## src/rtl/mips_mc_ctrl.sv

```systemverilog
// rtl/mips_mc_ctrl.sv - multi-cycle MIPS main control FSM with memory ready handshake and wait limit
// Optional performance counters: define MC_CTRL_PERF_CNT_EN.
module mips_mc_ctrl #(
    parameter int WAIT_LIMIT = 0,
    parameter int CNT_W      = 32
) (
    input  logic             clk,
    input  logic             rst_n,
    input  logic [5:0]       opcode,
    input  logic [5:0]       funct,
    input  logic             zero,
    input  logic             mem_ready,
    output logic             mem_read,
    output logic             mem_write,
    output logic             iord,
    output logic             ir_write,
    output logic             pc_en,
    output logic [1:0]       pc_src,
    output logic             reg_write,
    output logic             reg_dst,
    output logic             mem_to_reg,
    output logic             alu_src_a,
    output logic [1:0]       alu_src_b,
    output logic [1:0]       alu_op,
    output logic [2:0]       imm_fn,
    output logic [1:0]       ext_op,
    output logic             illegal_op,
    output logic             mem_timeout,
    output logic [CNT_W-1:0] instr_cnt,
    output logic [CNT_W-1:0] cycle_cnt
);

    typedef enum logic [3:0] {
        S_IDLE, S_FETCH, S_DECODE, S_MEMADR, S_MEMRD, S_MEMWB, S_MEMWR,
        S_EXEC, S_ALUWB, S_BRANCH, S_JUMP, S_IMMEX, S_IMMWB
    } state_t;

    localparam int WW = $clog2(WAIT_LIMIT + 2);
    localparam logic [WW-1:0] LIM_M1 = WW'((WAIT_LIMIT > 0) ? WAIT_LIMIT - 1 : 0);

    state_t        state_q, state_d;
    logic [5:0]    op_q;
    logic [WW-1:0] wait_q, wait_d;
    logic          mem_state, timeout;
    logic [2:0]    imm_fn_sel;
    logic [1:0]    ext_sel;

    // funct is decoded by the ALU control when alu_op=10, not here
    logic unused_funct;
    assign unused_funct = ^funct;

    assign mem_state = (state_q == S_FETCH) || (state_q == S_MEMRD) || (state_q == S_MEMWR);
    assign timeout   = (WAIT_LIMIT != 0) && mem_state && !mem_ready && (wait_q == LIM_M1);
    // Counter only survives while stalled in a memory state; any exit or re-entry clears it
    assign wait_d    = (mem_state && !mem_ready && !timeout) ? wait_q + WW'(1) : '0;

    always_comb begin
        imm_fn_sel = 3'b000;
        ext_sel    = 2'b00;
        case (op_q)
            6'h0A: imm_fn_sel = 3'b011;
            6'h0C: begin imm_fn_sel = 3'b001; ext_sel = 2'b01; end
            6'h0D: begin imm_fn_sel = 3'b010; ext_sel = 2'b01; end
            6'h0F: ext_sel = 2'b10;
            default: ;
        endcase
    end

    always_ff @(posedge clk or negedge rst_n) begin
        if (!rst_n) begin
            state_q <= S_IDLE;
            wait_q  <= '0;
            op_q    <= '0;
        end else begin
            state_q <= state_d;
            wait_q  <= wait_d;
            if (state_q == S_DECODE) op_q <= opcode;
        end
    end

    always_comb begin
        state_d     = state_q;
        mem_read    = 1'b0;
        mem_write   = 1'b0;
        iord        = 1'b0;
        ir_write    = 1'b0;
        pc_en       = 1'b0;
        pc_src      = 2'b00;
        reg_write   = 1'b0;
        reg_dst     = 1'b0;
        mem_to_reg  = 1'b0;
        alu_src_a   = 1'b0;
        alu_src_b   = 2'b00;
        alu_op      = 2'b00;
        imm_fn      = 3'b000;
        ext_op      = 2'b00;
        illegal_op  = 1'b0;
        mem_timeout = timeout;
        case (state_q)
            S_IDLE: state_d = S_FETCH;
            S_FETCH: begin
                mem_read  = 1'b1;
                alu_src_b = 2'b01;
                if (mem_ready) begin
                    ir_write = 1'b1;
                    pc_en    = 1'b1;
                    state_d  = S_DECODE;
                end
            end
            S_DECODE: begin
                alu_src_b = 2'b11;
                case (opcode)
                    6'h00:                             state_d = S_EXEC;
                    6'h23, 6'h2B:                      state_d = S_MEMADR;
                    6'h04, 6'h05:                      state_d = S_BRANCH;
                    6'h02:                             state_d = S_JUMP;
                    6'h08, 6'h0A, 6'h0C, 6'h0D, 6'h0F: state_d = S_IMMEX;
                    default: begin
                        illegal_op = 1'b1;
                        state_d    = S_FETCH;
                    end
                endcase
            end
            S_MEMADR: begin
                alu_src_a = 1'b1;
                alu_src_b = 2'b10;
                state_d   = (op_q == 6'h2B) ? S_MEMWR : S_MEMRD;
            end
            S_MEMRD: begin
                mem_read = 1'b1;
                iord     = 1'b1;
                if (mem_ready)    state_d = S_MEMWB;
                else if (timeout) state_d = S_FETCH;
            end
            S_MEMWB: begin
                reg_write  = 1'b1;
                mem_to_reg = 1'b1;
                state_d    = S_FETCH;
            end
            S_MEMWR: begin
                mem_write = 1'b1;
                iord      = 1'b1;
                if (mem_ready || timeout) state_d = S_FETCH;
            end
            S_EXEC: begin
                alu_src_a = 1'b1;
                alu_op    = 2'b10;
                state_d   = S_ALUWB;
            end
            S_ALUWB: begin
                reg_write = 1'b1;
                reg_dst   = 1'b1;
                state_d   = S_FETCH;
            end
            S_BRANCH: begin
                alu_src_a = 1'b1;
                alu_op    = 2'b01;
                pc_src    = 2'b01;
                pc_en     = ((op_q == 6'h04) && zero) || ((op_q == 6'h05) && !zero);
                state_d   = S_FETCH;
            end
            S_JUMP: begin
                pc_en   = 1'b1;
                pc_src  = 2'b10;
                state_d = S_FETCH;
            end
            S_IMMEX: begin
                alu_src_a = 1'b1;
                alu_src_b = 2'b10;
                alu_op    = 2'b11;
                imm_fn    = imm_fn_sel;
                ext_op    = ext_sel;
                state_d   = S_IMMWB;
            end
            S_IMMWB: begin
                reg_write = 1'b1;
                imm_fn    = imm_fn_sel;
                ext_op    = ext_sel;
                state_d   = S_FETCH;
            end
            default: state_d = S_IDLE;
        endcase
    end

`ifdef MC_CTRL_PERF_CNT_EN
    logic [CNT_W-1:0] instr_cnt_q, cycle_cnt_q;
    logic             retire;

    assign retire = (state_q == S_MEMWB) || (state_q == S_ALUWB) || (state_q == S_BRANCH) ||
                    (state_q == S_JUMP) || (state_q == S_IMMWB) ||
                    ((state_q == S_MEMWR) && mem_ready);

    always_ff @(posedge clk or negedge rst_n) begin
        if (!rst_n) begin
            instr_cnt_q <= '0;
            cycle_cnt_q <= '0;
        end else begin
            cycle_cnt_q <= cycle_cnt_q + CNT_W'(1);
            if (retire) instr_cnt_q <= instr_cnt_q + CNT_W'(1);
        end
    end

    assign instr_cnt = instr_cnt_q;
    assign cycle_cnt = cycle_cnt_q;
`else
    assign instr_cnt = '0;
    assign cycle_cnt = '0;
`endif

endmodule

```

## config.mk

```make
export PLATFORM = sky130hd
export DESIGN_NAME = mips_mc_ctrl
export DESIGN_NICKNAME = d
export VERILOG_FILES = /design/src/rtl/mips_mc_ctrl.sv
export SDC_FILE = /design/constraint.sdc
export NUM_CORES = 1
export LEC_CHECK = 0
export BUFFER_PORTS_ARGS = -buffer_cell sky130_fd_sc_hd__buf_2
export CELL_PAD_IN_SITES_DETAIL_PLACEMENT = 0
export CELL_PAD_IN_SITES_GLOBAL_PLACEMENT = 1
export CORE_MARGIN = 8
export CORE_UTILIZATION = 29
export CTS_CLUSTER_DIAMETER = 200
export DETAILED_ROUTE_END_ITERATION = 16
export HOLD_SLACK_MARGIN = 0.02
export PLACE_DENSITY_LB_ADDON = 0.1
export SKIP_LAST_GASP = 1
export SYNTH_ARGS = -nofsm -noshare
export SYNTH_HDL_FRONTEND = slang
export SYNTH_SLANG_ARGS = --single-unit
```

## constraint.sdc

```tcl
create_clock -name clk -period 3.2 [get_ports clk]
set_clock_uncertainty 0.1 [all_clocks]
set_input_delay 0 -clock clk [delete_from_list [all_inputs] [get_ports clk]]
set_output_delay 0 -clock clk [all_outputs]
set_load 0.05 [all_outputs]
```

==> out/results.ini <==
[critical_path]
critPathKind=reg -> out
reg2reg_depth=5
r2r_slack_ns=1.19
arrival_ns=2.18
path_cells=or2b_2, nor2_1, or4b_1, o21ai_0, buf_2
worstPathRequired_ns=3.10
r2r-start=state_q[3]
cp_top_family=simple AND/OR/NAND/NOR gates
path_buf_inv=1
r2r_end=state_q[2]
worst_path_max_delay_cell=dfrtp_1
cp-start-kind=flop
critical_path.endpoint_type=output port
crit_fanout=14
slowest_delay_ns=0.58

[die]
ios=102
die-area_um2=7132
start_util=0.2935
row_count=25
core_um2=4629
die_x_um=84.45
die_h_um=84.45

[global_routing]
grt_pass1_vias=1060
antenna_found_initial=0
grt_pass1_wl_um=5106
grt-ovfl-total=0
grt_usage=0.08534
grt_start_max_net_pins=16

[clock_tree]
cts_buffers=3
clk_pin_slew_ns=0.05
cts_max_path_buffers=2
ctsHoldBuffers=7
postCtsSetupRepairBufs=0
clock_latency_ns=0.23
tritoncts=yes
h-tree-depth=1
ctsResizeCount=0
clock-sinks=10
root_buffer=clkbuf_8

[yosys]
synth_edf_count=0
synth-simple-area-share=0.2219
synthMuxAreaShare=0.05709
synth_xor_area_frac=0.01934
seq_area_frac_synth=0.1842
ys_ff_latch=10
synth_compound_area_frac=0.1050
async_reset_ff_frac=1.000
ys_warn_count=0
synth_area_um2=1359
netlist_instances=175
syn_area_per_cell_um2=7.765
synthFlopType=dfrtp_1
ys_types=39
synth-adder-area-share=0
synth_top_family_by_area=buffers and inverters

[placed_design]
dp_hpwl_um=2724
globalplace.congestion=0.7611
dp_cells=249
port-buffer-count=29
pre_cts_ws_ns=1.146

[route]
top_layer_used=met4
drc_errors=0
vias=1043
drtAntennaViolNets=0
via_per_inst=4.012
wl_met3_um=292
drtPass1Iterations=4
wl_met2_um=1573
wl_um=3336
wl_met1_um=1463
wire_per_inst_um=12.83
drtIter0Drc=15

[power_and_ir_drop]
powerDensity_nw_per_um2=909.3
vdd_drop_max_mv=0.2243
p_leak_nw=0.7053

[cells_and_area]
final_util=0.3014
multiInputGateArea_um2=795.8
n_antenna_cell=0
synthToLayoutAreaGrowth_pct=2.671
final_nets=223
regArea_um2=250.2
layout_common_cells=conb_1 (66), buf_2 (29), nor2_1 (16)
final_common_cell=conb_1
fillers=520
drive_gt1_frac=0.2039
stdcell_count=260

[hold_path]
hp-start=opcode[0]
holdPathStages=2
hold_class=in -> reg
whs_endpoint=op_q[0]

[flow_run]
drv_cap=0

[timing]
grt_setup_unrepaired=no
finalCriticalPeriod_ns=2.283
fin_crit_sh=0.7133
finalHoldViolCount=0
drv_slew=0
fin_setup_tns_ns=0
max_freq_mhz=438.1
fin_ws_ns=0.9175
setup_viol=0
whs_ns=0.04769

[run_status]
outcome=complete, no violations

-- area by class of cell --
class / instances / share of cell area
multi-input combinational: 153 / 0.5704
sequential: 10 / 0.1794
timing repair buffer: 36 / 0.1543
tap: 54 / 0.04843
clock buffer: 4 / 0.03946
inverter: 3 / 0.008072
-- flip-flops by register name (all words and copies together), names as in the netlist --
signal,count
state_q,4
op_q,6
-- where the power goes --
part           switching [mW]  internal, mW
combinational           0.578         0.220
clock                  0.0455         0.108
sequential              0.133         0.185
-- synth_stat cells (all sizes together), types with 2 or more instances --
master	n	area [um^2]
buf	68	511.7
or3	2	12.51
inv	3	11.26
xnor2	3	26.28
nor4	3	18.77
nor2	16	60.06
nor3b	3	22.52
nor2b	2	12.51
or2b	2	17.52
mux2	6	67.56
or4b	2	20.02
o21ai	6	30.03
nor3	6	30.03
dfrtp	10	250.2
nand2b	6	37.54
nand3	3	15.01
nand2	4	15.01
a211oi	2	15.01
clkbuf	6	33.77
a21oi	7	35.03
-- layer usage --
layer  vias up  track usage
li1        518            -
met1       470       0.1021
met2        53       0.1390
met3         2      0.02927
met4         0      0.02751
met5         -            0
-- worst max-delay path by stage --
stage	endpoint	cells past startpoint	startpoint
2_1_floorplan	pc_en	4	state_q[2]
3_3_place_gp	pc_en	5	state_q[3]
3_5_place_dp	pc_en	5	state_q[3]
4_1_cts	pc_en	5	state_q[3]
5_1_grt	illegal_op	4	state_q[1]
6_report	pc_en	5	state_q[3]
-- cells by family after synthesis --
group | count (synthesis)
buf+inv | 77
mux | 7
simple gates | 54
xor+xnor | 3
compound gates | 23
flops | 10
other cells | 1
-- metrics by stage --
stage	power [mW]	cell area (um^2)
after floorplan	1.043	1603
after global placement	1.096	1270
after detailed placement	1.101	1270
after CTS	1.275	1395
after global routing	1.347	1395
final	1.269	1395
(Power assumes the default switching activity.)
